<file path="src/rtl/alu_pkg.sv">
// Shared ALU definitions: opcodes, flag bit positions, issuer FSM states.
package alu_pkg;

  localparam int unsigned OP_W   = 3;
  localparam int unsigned FLAG_W = 4;

  localparam logic [OP_W-1:0] OP_ADD = 3'b000;
  localparam logic [OP_W-1:0] OP_SUB = 3'b001;
  localparam logic [OP_W-1:0] OP_AND = 3'b010;
  localparam logic [OP_W-1:0] OP_OR  = 3'b011;
  localparam logic [OP_W-1:0] OP_XOR = 3'b111;

  localparam int unsigned FLAG_N = 3;
  localparam int unsigned FLAG_Z = 2;
  localparam int unsigned FLAG_C = 1;
  localparam int unsigned FLAG_V = 0;

  typedef enum logic [1:0] {
    IDLE = 2'd0,
    EXEC = 2'd1,
    RESP = 2'd2
  } issuer_state_t;

  function automatic logic is_legal_op(input logic [OP_W-1:0] op);
    case (op)
      OP_ADD, OP_SUB, OP_AND, OP_OR, OP_XOR: return 1'b1;
      default:                               return 1'b0;
    endcase
  endfunction

endpackage

</file>
<file path="src/rtl/alu_cmd_fifo.sv">
// Synchronous command FIFO; full/empty come from an explicit occupancy count.
module alu_cmd_fifo #(
  parameter int unsigned W     = 11,
  parameter int unsigned DEPTH = 4
) (
  input  logic         clk,
  input  logic         rst_n,
  input  logic         push,
  input  logic         pop,
  input  logic [W-1:0] din,
  output logic [W-1:0] dout,
  output logic         full,
  output logic         empty
);

  localparam int unsigned AW = (DEPTH > 1) ? $clog2(DEPTH) : 1;
  localparam int unsigned CW = $clog2(DEPTH + 1);

  logic [W-1:0]  r_mem [DEPTH];
  logic [AW-1:0] r_wr_ptr;
  logic [AW-1:0] r_rd_ptr;
  logic [CW-1:0] r_count;
  logic          w_do_push;
  logic          w_do_pop;

  assign w_do_push = push && !full;
  assign w_do_pop  = pop && !empty;

  // Pointers wrap naturally because DEPTH is a power of two.
  always_ff @(posedge clk or negedge rst_n) begin
    if (!rst_n) begin
      r_wr_ptr <= '0;
      r_rd_ptr <= '0;
      r_count  <= '0;
    end else begin
      if (w_do_push) r_wr_ptr <= r_wr_ptr + AW'(1);
      if (w_do_pop)  r_rd_ptr <= r_rd_ptr + AW'(1);
      case ({w_do_push, w_do_pop})
        2'b10:   r_count <= r_count + CW'(1);
        2'b01:   r_count <= r_count - CW'(1);
        default: r_count <= r_count;
      endcase
    end
  end

  always_ff @(posedge clk) begin
    if (w_do_push) r_mem[r_wr_ptr] <= din;
  end

  assign dout  = r_mem[r_rd_ptr];
  assign full  = (r_count == CW'(DEPTH));
  assign empty = (r_count == '0);

endmodule

</file>
<file path="src/rtl/alu_cmd_issuer.sv">
// Buffers ALU commands, issues them one at a time, returns results in order
// and keeps sticky flags plus a completed-operation counter.
module alu_cmd_issuer
  import alu_pkg::*;
#(
  parameter int unsigned N     = 4,
  parameter int unsigned DEPTH = 4
) (
  input  logic              clk,
  input  logic              rst_n,
  input  logic              cmd_valid,
  output logic              cmd_ready,
  input  logic [N-1:0]      cmd_a,
  input  logic [N-1:0]      cmd_b,
  input  logic [OP_W-1:0]   cmd_op,
  output logic [N-1:0]      alu_a,
  output logic [N-1:0]      alu_b,
  output logic [OP_W-1:0]   alu_op,
  input  logic [N-1:0]      alu_result,
  input  logic              alu_n,
  input  logic              alu_z,
  input  logic              alu_c,
  input  logic              alu_v,
  output logic              rsp_valid,
  input  logic              rsp_ready,
  output logic [N-1:0]      rsp_result,
  output logic [FLAG_W-1:0] rsp_flags,
  output logic              rsp_err,
  output logic [FLAG_W-1:0] flags_q,
  output logic [7:0]        op_count
);

  localparam int unsigned W = 2 * N + OP_W;

  logic [W-1:0]      w_din;
  logic [W-1:0]      w_dout;
  logic              w_full;
  logic              w_empty;
  logic              w_push;
  logic              w_pop;
  logic              w_load;
  logic              w_capture;
  logic              w_retire;
  logic              w_legal;
  logic [FLAG_W-1:0] w_alu_flags;

  issuer_state_t r_state;
  issuer_state_t w_state_nxt;

  logic [N-1:0]      r_alu_a;
  logic [N-1:0]      r_alu_b;
  logic [OP_W-1:0]   r_alu_op;
  logic              r_rsp_valid;
  logic [N-1:0]      r_rsp_result;
  logic [FLAG_W-1:0] r_rsp_flags;
  logic              r_rsp_err;
  logic [FLAG_W-1:0] r_flags_q;
  logic [7:0]        r_op_count;

  assign w_din     = {cmd_a, cmd_b, cmd_op};
  assign w_push    = cmd_valid && !w_full;
  assign w_pop     = w_load;
  assign cmd_ready = !w_full;

  alu_cmd_fifo #(
    .W     (W),
    .DEPTH (DEPTH)
  ) u_fifo (
    .clk   (clk),
    .rst_n (rst_n),
    .push  (w_push),
    .pop   (w_pop),
    .din   (w_din),
    .dout  (w_dout),
    .full  (w_full),
    .empty (w_empty)
  );

  always_ff @(posedge clk or negedge rst_n) begin
    if (!rst_n) r_state <= IDLE;
    else        r_state <= w_state_nxt;
  end

  // RESP always has rsp_valid set, so rsp_ready alone completes the handshake.
  always_comb begin
    w_state_nxt = r_state;
    w_load      = 1'b0;
    w_capture   = 1'b0;
    w_retire    = 1'b0;
    case (r_state)
      IDLE: begin
        if (!w_empty) begin
          w_load      = 1'b1;
          w_state_nxt = EXEC;
        end
      end
      EXEC: begin
        w_capture   = 1'b1;
        w_state_nxt = RESP;
      end
      RESP: begin
        if (rsp_ready) begin
          w_retire = 1'b1;
          if (!w_empty) begin
            w_load      = 1'b1;
            w_state_nxt = EXEC;
          end else begin
            w_state_nxt = IDLE;
          end
        end
      end
      default: w_state_nxt = IDLE;
    endcase
  end

  always_comb begin
    w_alu_flags         = '0;
    w_alu_flags[FLAG_N] = alu_n;
    w_alu_flags[FLAG_Z] = alu_z;
    w_alu_flags[FLAG_C] = alu_c;
    w_alu_flags[FLAG_V] = alu_v;
  end

  assign w_legal = is_legal_op(r_alu_op);

  // Illegal ops return zeroed data and leave the sticky state untouched.
  always_ff @(posedge clk or negedge rst_n) begin
    if (!rst_n) begin
      r_alu_a      <= '0;
      r_alu_b      <= '0;
      r_alu_op     <= '0;
      r_rsp_valid  <= 1'b0;
      r_rsp_result <= '0;
      r_rsp_flags  <= '0;
      r_rsp_err    <= 1'b0;
      r_flags_q    <= '0;
      r_op_count   <= '0;
    end else begin
      if (w_load) {r_alu_a, r_alu_b, r_alu_op} <= w_dout;
      if (w_capture) begin
        r_rsp_valid  <= 1'b1;
        r_rsp_err    <= !w_legal;
        r_rsp_result <= w_legal ? alu_result : '0;
        r_rsp_flags  <= w_legal ? w_alu_flags : '0;
        if (w_legal) begin
          r_flags_q  <= w_alu_flags;
          r_op_count <= r_op_count + 8'(1);
        end
      end else if (w_retire) begin
        r_rsp_valid <= 1'b0;
      end
    end
  end

  assign alu_a      = r_alu_a;
  assign alu_b      = r_alu_b;
  assign alu_op     = r_alu_op;
  assign rsp_valid  = r_rsp_valid;
  assign rsp_result = r_rsp_result;
  assign rsp_flags  = r_rsp_flags;
  assign rsp_err    = r_rsp_err;
  assign flags_q    = r_flags_q;
  assign op_count   = r_op_count;

endmodule

</file>
<file path="config.mk">
export PLATFORM = sky130hd
export DESIGN_NAME = alu_cmd_issuer
export DESIGN_NICKNAME = d
export VERILOG_FILES = /design/src/rtl/alu_pkg.sv /design/src/rtl/alu_cmd_fifo.sv /design/src/rtl/alu_cmd_issuer.sv
export SDC_FILE = /design/constraint.sdc
export NUM_CORES = 1
export LEC_CHECK = 0
export CORE_MARGIN = 3
export CORE_UTILIZATION = 40
export CTS_CLUSTER_DIAMETER = 120
export DETAILED_ROUTE_END_ITERATION = 8
export PLACE_DENSITY = 0.7
export SETUP_SLACK_MARGIN = 0.5
export SYNTH_ARGS = -nofsm -noshare
export SYNTH_HDL_FRONTEND = slang
export SYNTH_SLANG_ARGS = --single-unit
</file>
<file path="constraint.sdc">
create_clock -name clk -period 2.3 [get_ports clk]
set_input_delay 0.575 -clock clk [delete_from_list [all_inputs] [get_ports clk]]
set_output_delay 0.575 -clock clk [all_outputs]
set_load 0.01 [all_outputs]
</file>
* Word-level counts from Yosys, hierarchy flattened *
Memory sizes are Yosys's and may differ from the RTL's. A register that Yosys moved wholly into a read port is not among the register bits.
Index checks and enable logic that the tools add are counted.
W data, S select, Z words.

word-level totals
  bits in registers = 31
  memory bits (writable) = 44
  input port bits = 23
  output and inout bits = 34
  logic and storage cells = 60
  memories kept = 1

memories
  name          depth  width  read ports  clocked after Yosys merged registers in  write ports  line                text
  u_fifo.r_mem  4      11     1           1                                        1            alu_cmd_fifo.sv:19  logic [W-1:0] r_mem [DEPTH];

operators by class
  add/sub/neg operators = 5
  equal/unequal tests = 11
  multiplexer cells = 18
  reductions and logical operators = 15

operators with widths
  operator               number
  $mux W1                11
  $add A8 B1 Y8 const B  1
  $mux W4                2
  $eq A3 B2 Y1 const B   2
  $eq A3 B3 Y1 const B   2
  $logic_not A3 Y1       2
  $pmux W2 S3            1
  $pmux W3 S2            1
  $reduce_or A5 Y1       1
  $add A2 B1 Y2 const B  2
  $eq A2 B1 Y1 const B   2
  $eq A2 B2 Y1 const B   2
  $logic_not A1 Y1       4
  $mux W2                2
  $ne A2 B2 Y1 const B   2
  $reduce_and A2 Y1      2
  $reduce_bool A2 Y1     2
  $add A3 B1 Y3 const B  1
  $eq A3 B1 Y1 const B   1
  $logic_and A1 B1 Y1    3
  $sub A3 B1 Y3 const B  1
  $logic_not A2 Y1       1
  $pmux W1 S2            1

* Depth between registers and ports, before layout *
Gate-level depths: netlist (run 1).

  depth after elaboration = 7
  mapped depth = 9

* By module *
Synthesis (run 1) repeated with hierarchy kept, for this count alone.

second synthesis, totals
  cell total of the unflattened synthesis = 191
  area total of the unflattened synthesis = 3419.5 sq um

by module, submodules not included
  module          instances  cells each  area an instance (sq um)  seq. area each (sq um)
  alu_cmd_fifo    1          95          2015.7                    1496.4
  alu_cmd_issuer  1          96          1403.8                    875.8

* Worst setup path after synthesis (run 1) *
OpenSTA, ideal clock, no wires.

  kind = input to register
  start point = input rsp_ready
  end point = register u_fifo.r_count[2]
  data arrival time = 2.045 ns
  path slack = 0.176 ns
  stages on the path = 9
  cells stage by stage = nor2b_1 > nor3_2 > buf_6 > ha_1 > inv_1 > fa_1 > xor2_1 > nor2_1 > xor2_1

on the way
  word-level cells in the longest chain between the ends = 5

RTL lines
  what                                               line                   text
  start, declared                                    alu_cmd_issuer.sv:25   input logic rsp_ready,
  $mux W1 *                                          alu_cmd_issuer.sv:102  if (rsp_ready) begin
  $pmux W1 S2 *                                      alu_cmd_issuer.sv:90   case (r_state)
  $logic_and A1 B1 Y1 *                              alu_cmd_fifo.sv:27     assign w_do_pop = pop && !empty;
  net u_fifo.w_do_pop                                alu_cmd_fifo.sv:24     logic w_do_pop;
  $eq A2 B1 Y1 or $eq A2 B2 Y1 (tied branches)       alu_cmd_fifo.sv:38     case ({w_do_push, w_do_pop})
  $pmux W3 S2 or $reduce_bool A2 Y1 (tied branches)  --
  end signal, assigned                               alu_cmd_fifo.sv:39     2'b10: r_count <= r_count + CW'(1);
  end signal, assigned                               alu_cmd_fifo.sv:40     2'b01: r_count <= r_count - CW'(1);
  end signal, assigned                               alu_cmd_fifo.sv:41     default: r_count <= r_count;
  end, declared                                      alu_cmd_fifo.sv:22     logic [CW-1:0] r_count;

The timed path passes the listed nets; every way through them passes the cells marked *.
A chain may end at the register's enable or synchronous reset.

* Worst setup path after layout (run 1) *
  start point = register u_fifo.r_count[0]
  end point = register u_fifo.r_count[2]

on the way
  word-level cells in the longest chain between the ends = 7

RTL lines
  what                                               line                                         text
  $logic_not A3 Y1                                   alu_cmd_fifo.sv:52                           assign empty = (r_count == '0);
  $mux W1                                            alu_cmd_issuer.sv:92, alu_cmd_issuer.sv:104
  $mux W1                                            alu_cmd_issuer.sv:102
  $pmux W1 S2                                        alu_cmd_issuer.sv:90
  $logic_and A1 B1 Y1                                alu_cmd_fifo.sv:27
  $eq A2 B1 Y1 or $eq A2 B2 Y1 (tied branches)       alu_cmd_fifo.sv:38
  $pmux W3 S2 or $reduce_bool A2 Y1 (tied branches)  --

Several ways; a longest one is shown, not always the timed one.

==> results of run 1 <==
==> power by group through the flow <==
stage | sequential [uW] | clock (uW) | combinational (uW)
2_1_floorplan | 2560 | 0 | 1410
3_3_place_gp | 2560 | 0 | 2380
3_5_place_dp | 2570 | 0 | 2420
4_1_cts | 2470 | 1340 | 2460
5_1_grt | 2530 | 1410 | 2720
6_report | 2460 | 1300 | 2500
==> area by class of cell <==
class	instances	share of cell area
well taps	105	0.02857
clock buffers	9	0.02694
inverters	8	0.006531
multi-input cells	90	0.2239
repair buffers	88	0.1703
clock inverters	7	0.02776
flip-flops and latches	86	0.5159
==> cells in the final DEF, fill, tap and decap left out, types with 9 or more instances in the layout <==
cell,count
edfxtp_1,44
dfrtp_1,42
dlygate4sd2_1,33
buf_4,30
clkdlybuf4s50_1,20
xor2_1,11
mux2_4,9
clkbuf_8,9
==> path summary, 6_finish.rpt <==
kind	endpoint	slack, ns
worst max-delay path	u_fifo.r_count[2]	0.32
worst min-delay path	op_count[7]	0.25
worst max register to register	u_fifo.r_count[2]	0.32
worst min register to register	op_count[7]	0.46
max in group asynchronous	rsp_flags[2]	1.46
min in group clk	op_count[7]	0.46
==> metal layers <==
layer | GRT usage | vias up | share of wire
met4 | 0.03466 | 0 | 0.0089
met5 | 0 | - | 0
met1 | 0.1776 | 965 | 0.45
met3 | 0.04954 | 5 | 0.042
li1 | - | 903 | -
met2 | 0.2220 | 45 | 0.50
==> worst max-delay path, delay by kind of cell, from the launching register on <==
family	cells	cell delay [ns]
XOR/XNOR	2	0.28
adder cells (fa/ha/maj)	2	0.45
buffers and inverters	2	0.09
flip-flops	1	0.39
AND/OR/NAND/NOR	3	0.69
==> cell families (layout without fill, tap and decap cells) <==
| group | Yosys count | count (layout) | share of synthesized area |
|---|---|---|---|
| XOR/XNOR | 13 | 13 | 0.03320 |
| multiplexers | 29 | 29 | 0.1441 |
| adder cells (fa/ha/maj) | 7 | 7 | 0.02773 |
| buffers and inverters | 13 | 112 | 0.01970 |
| flip-flops | 86 | 86 | 0.6917 |
| AO/OA/AOI/OAI | 13 | 13 | 0.02955 |
| AND/OR/NAND/NOR | 28 | 28 | 0.05400 |
==> state kept, by name, summed over array words and instances (netlist names) <==
| register | flops |
|---|---|
| alu_a | 4 |
| alu_b | 4 |
| alu_op | 3 |
| flags_q | 4 |
| op_count | 8 |
| r_state | 2 |
| rsp_err | 1 |
| rsp_flags | 4 |
| rsp_result | 4 |
| rsp_valid | 1 |
| u_fifo.r_count | 3 |
| u_fifo.r_mem | 44 |
| u_fifo.r_rd_ptr | 2 |
| u_fifo.r_wr_ptr | 2 |
==> stage by stage <==
stage               utilization  hold slack, ns  total power [uW]  setup slack [ns]  instances
floorplan                     -          0.2794              3966            0.2478        189
global placement         0.5150          0.4605              4938           -0.1143        361
detailed placement       0.5150          0.4632              4992           -0.1407        361
CTS                      0.5514          0.2643              6267            0.2920        389
global route             0.5568          0.2814              6656            0.2492        393
finish                   0.5568          0.2524              6263            0.3162        393
==> what timing repair did <==
item / 4_1_cts / 5_1_grt
resized for setup: 35 / 6
gates cloned: 0 / 0
buffers inserted: 12 / 4
setup endpoints to repair: 37 / 8
pin swaps: 7 / 5
==> run summary, run 1 <==
Status: completed
Area leader, netlist: edfxtp_1
Most frequent cell after synthesis: edfxtp_1
Worst Hold Class: in2async
Clock skew: 0.009285 ns
Final Hold Fails: 0
Clk slew on worst S/H paths: 0.09 ns
Num CTS Buffers: 9
Worst-skew pair later-pin latency: 0.35 ns
Max_cap viols: 0
Max Slew Vio Count: 0
Reg power frac: 0.393
Final wirelength: 6.287 mm
Synth Net Count: 219
CTS tree: yes
FF-to-FF path depth: 9
Ys Warns: 0
Multi-input logic area: 0.001030 sq mm
Pwr/cell area: 1362 mW/mm^2
Drt wl/cell: 16.00 um
FF+latch count, synth: 86
Vias in the first global route: 1945
Worst setup SP type: register
DRC: 0
Fillers: 666
Cell-internal power: 4321 uW
Setup-failing EPs final: 0
GR Overflow Total: 0
Crit Path Max Fanout: 3
Layout cells sized above 1: 0.3056
Clock share of power: 0.208
Sw frac: 0.3101
Cell Rows: 33
EDFF count, synth: 44
Async SR Flop Fraction: 0.4884
Pin count of the biggest net entering global routing: 31
FF+latch area: 0.002372 sq mm
Via density: 4.880
Placer Congestion: 0.7343
Crit-path slowest cell: or3b_4
Kind of critical path: reg2reg
Period utilization: 0.8625
Mapped Area: 0.003430 sq mm
Prevailing post-synth register cell: edfxtp_1
Clk sink count: 86
Die Span Y: 98.60 um
# IOs: 57
Avg Synthesized Cell Area: 18.15 sq um
Rel. slew slack: 0.5400
First-pass GRT wire length: 10.16 mm
Req. time, crit path: 2.57 ns
Worst path cell trace: or3b_4 > and2_4 > inv_2 > ha_4 > inv_2 > fa_2 > xor2_1 > nor2_1 > xor2_1
CP endpoint kind: register
Dpl hpwl: 4.185 mm
Library cells used by synthesis: 34
Syn-to-layout area delta: 34.08%
Die Wd: 98.60 um
Core Region: 0.008258 sq mm
# port buffers: 56
Combinational group share of total power: 0.399
CTS Root Cell: clkbuf_8
Post-route cell area: 0.004598 sq mm
TritonRoute pass-1 iters: 4
Synth Instances: 189
Antenna cells: 0
Switch Pwr: 1942 uW
Max stage delay on crit path: 0.41 ns
Layout net count: 313
Setup TNS Final: 0 ns
Clock buffer depth: 2
Crit path DAT: 2.26 ns
Detail Route Antenna Nets: 0
Setup crit start: u_fifo.r_count[0]
Seq/Total Area, Yosys: 0.6917
Initial antenna violation count: 0
All-Layer GR Usage: 0.1372
Commonest cells post-synth: edfxtp_1, dfrtp_1, xor2_1
RSZ-0062 raised after global routing: true
Maximum vdd drop: 0.4711 mV
Max frequency: 504.1 MHz
DRT iter0 DRCs: 83
Synth top area share: 0.3853
Worst slew pin tran: 0.6900 ns
Hold_buf cts: 0
Die Footprint: 0.009721 sq mm
Dpl cell area: 0.004253 sq mm
Leak: 0.001969 uW
Dominant cells by area after synthesis: edfxtp_1, dfrtp_1, mux4_2, mux2_4, xor2_1
Vias: 1918
Starting Density: 0.4153
CTS H-tree lvls: 3
RR Startpoint: u_fifo.r_count[0]
Min cycle time layout: 1.984 ns
Power figures use the tool's default switching activity.
==> run 2, diff against run 1 <==
Settings changed: ABC_AREA from default to 1.
==> run 2 against run 1 <==
Compared with the run above:
- global-route usage up 0.59 points
- clock-buffer cell count up 1
- combinational power down 2%
- clock skew up 0.0018 ns
- final cell count up 35%
- fmax up 12%
- worst hold slack worse by 0.077 ns
- total power down 8.9%
- synthesized cell count up 79%
- sequential share of layout area up 0.96 points
- first-iteration DRC count down 2.4%
- non-clock buffer count down 9
- critical path type is now in2reg
- largest power group unchanged
==> run summary, run 2 <==
Status: completed
Worst slew pin tran: 0.4886 ns (-0.2014 ns)
Clock skew: 0.01106 ns (+0.001771 ns)
Post-route cell area: 0.004517 sq mm (-1.8%)
R2R setup slack: 0.56 ns (+0.24 ns)
GR Overflow Total: 0 (unchanged)
CTS Root Cell: clkbuf_8
Ys Warns: 0 (unchanged)
Dpl hpwl: 4.606 mm (+10%)
Initial antenna violation count: 0 (unchanged)
Kind of critical path: in2reg
Max frequency: 564.7 MHz (+12%)
Fin cells: 529 (+35%)
All-Layer GR Usage: 0.1431 (+0.005865)
EDFF count, synth: 44 (unchanged)
Syn-to-layout area delta: 26.93%
Die Footprint: 0.01006 sq mm (+3.5%)
Clk slew on worst S/H paths: 0.08 ns (about the same)
Pin count of the biggest net entering global routing: 25 (-19%)
Prevailing post-synth register cell: edfxtp_1
Synth Instances: 339 (+79%)
Rel. slew slack: 0.6742 (+0.1343)
Cell Rows: 33 (unchanged)
DRC: 0 (unchanged)
Drt wl/cell: 12.68 um (-21%)
Worst setup SP type: input pin
Via density: 4.584 (-6.1%)
FF+latch count, synth: 86 (unchanged)
CTS H-tree lvls: 3 (unchanged)
Max reg flops: 44 (unchanged)
Placed insts: 502 (+39%)
Starting Density: 0.4225 (+0.007157)
Layout cells sized above 1: 0.1462 (-0.1593)
FF+latch area: 0.002374 sq mm (about the same)
Num CTS Buffers: 9 (unchanged)
Vias: 2425 (+26%)
RR Endpoint: u_fifo.r_count[2]
Max Slew Vio Count: 0 (unchanged)
Synth Net Count: 369 (+68%)
Vias in the first global route: 2347 (+21%)
Period utilization: 0.7699 (-0.09259)
DRT iter0 DRCs: 81 (-2.4%)
Most frequent cells in the layout: nand2_1, nor2_1, edfxtp_1, dfrtp_1, dlygate4sd2_1
Maximum vdd drop: 0.4700 mV (-0.23%)
Seq/Total Area, Yosys: 0.6667 (-0.02505)
# port buffers: 56 (unchanged)
CTS tree: yes
Crit path DAT: 2.04 ns (-0.22 ns)
Max_cap viols: 0 (unchanged)
Dominant cells by area after synthesis: edfxtp_1, dfrtp_1, nand2_1, nor2_1, o21ai_0
Largest Register: u_fifo.r_mem
Fillers: 784 (+18%)
Pwr/cell area: 1263 mW/mm^2 (-7.3%)
Core Region: 0.008423 sq mm (+2.0%)
Leak: 0.002059 uW (+4.6%)
Commonest cells post-synth: nand2_1, nor2_1, edfxtp_1
Placer Congestion: 0.7704 (+4.9%)
Area leader, netlist: edfxtp_1
Die Span Y: 100.3 um (+1.7%)
Dpl cell area: 0.004309 sq mm (+1.3%)
Layout net count: 449 (+43%)
Setup-failing EPs final: 0 (unchanged)
RSZ-0062 raised after global routing: true
Detail Route Antenna Nets: 0 (unchanged)
Most frequent cell after synthesis: nand2_1
RR Startpoint: u_fifo.r_count[1]
Mapped Area: 0.003558 sq mm (+3.8%)
TritonRoute pass-1 iters: 4 (unchanged)
Synth top area share: 0.3713 (-0.01395)
# IOs: 57 (unchanged)
Min cycle time layout: 1.771 ns (-0.2130 ns)
Antenna cells: 0 (unchanged)
Clock buffer depth: 2 (unchanged)
Setup TNS Final: 0 ns (unchanged)
Die Wd: 100.3 um (+1.7%)
CP endpoint kind: register
Final Hold Fails: 0 (unchanged)
Worst-skew pair later-pin latency: 0.35 ns (about the same)
Req. time, crit path: 2.57 ns (about the same)
Final wirelength: 6.709 mm (+6.7%)
FF-to-FF path depth: 10 (+1)
Avg Synthesized Cell Area: 10.50 sq um (-42%)
Async SR Flop Fraction: 0.4884 (unchanged)
Worst Hold Class: in2async
Leading cell type in the layout, fill and taps excluded: nand2_1
First-pass GRT wire length: 11.23 mm (+10%)
Multi-input logic area: 0.001071 sq mm (+4.0%)
Crit Path Max Fanout: 2 (-1)
Library cells used by synthesis: 25 (-26%)
Clk sink count: 86 (unchanged)
==> run 2: cell count changes in the layout (fill, tap and decap cells not counted), moves of 7 or more <==
cell	change
nand2_1	+95
buf_4	-7
inv_1	+9
o21ai_0	+22
mux4_2	-8
mux2_4	-9
mux2_2	-8
a22o_1	-8
nor2_1	+56
==> run 2: kinds of logic (layout without fill, tap and decap cells) <==
| group | after synthesis | after routing | synth area share |
|---|---|---|---|
| and+or+nand+nor | 175 | 175 | 0.1983 |
| adders and majority gates | 7 | 7 | 0.02672 |
| buffers and inverters | 33 | 118 | 0.04535 |
| AOI/OAI and AO/OA | 30 | 30 | 0.04325 |
| xor gates and xnor gates | 8 | 8 | 0.01969 |
| DFF | 86 | 86 | 0.6667 |
==> run 2: worst max-delay path by stage <==
| stage | endpoint | from | depth (start not counted) | slack, ns |
|---|---|---|---|---|
| 3_3_place_gp | u_fifo.r_count[2] | rsp_ready | 9 | -0.002 |
| 6_report | u_fifo.r_count[2] | cmd_valid | 8 | 0.53 |
| 2_1_floorplan | u_fifo.r_count[2] | rsp_ready | 9 | 0.44 |
| 5_1_grt | u_fifo.r_count[2] | u_fifo.r_count[1] | 10 | 0.45 |
| 3_5_place_dp | u_fifo.r_count[2] | rsp_ready | 9 | -0.08 |
| 4_1_cts | cmd_ready | u_fifo.r_count[0] | 3 | 0.48 |
==> run 2: stage by stage <==
step | setup WS, ns | hold WS (ns) | util | total power [uW]
after global placement | -0.002137 | 0.4618 | 0.5116 | 4860
after detailed placement | -0.07601 | 0.4667 | 0.5116 | 4942
final | 0.5292 | 0.1757 | 0.5362 | 5703
after floorplan | 0.4352 | 0.2794 | - | 3999
after global routing | 0.4463 | 0.1905 | 0.5362 | 6238
after CTS | 0.4817 | 0.1752 | 0.5343 | 5758
==> run 2: repair_timing <==
action	CTS	global route
hold endpoints to repair	0	0
endpoints found under the setup margin	36	2
pin swaps	1	2
hold buffers	0	0
buffers inserted	9	2
gates cloned	0	0
gates resized for setup	38	3
==> run 2: power by group <==
group          internal [uW]  switching (uW)
Sequential              2140             221
Combinational           1000            1450
Clock                    387             507
==> run 2: layout make-up <==
type / count / share of cell area
sequential: 86 / 0.5255
multi-input combinational: 220 / 0.2371
timing repair buffer: 79 / 0.1518
tap: 105 / 0.02909
clock buffer: 10 / 0.02825
inverter: 23 / 0.01967
clock inverter: 6 / 0.008587
==> run 2: routing by layer <==
layer	global-route usage	up-vias	share of wire
met5	0	-	0
met4	0.04352	0	0.011
met3	0.04448	8	0.064
met2	0.2294	60	0.46
met1	0.1874	1115	0.46
li1	-	1242	-
==> run 2: critical path: stages <==
cell	delay, ns
clkdlybuf4s50_1	0.41
nand2_2	0.10
ha_4	0.15
inv_4	0.03
fa_2	0.34
or2_4	0.23
nand2_2	0.06
xor2_1	0.14
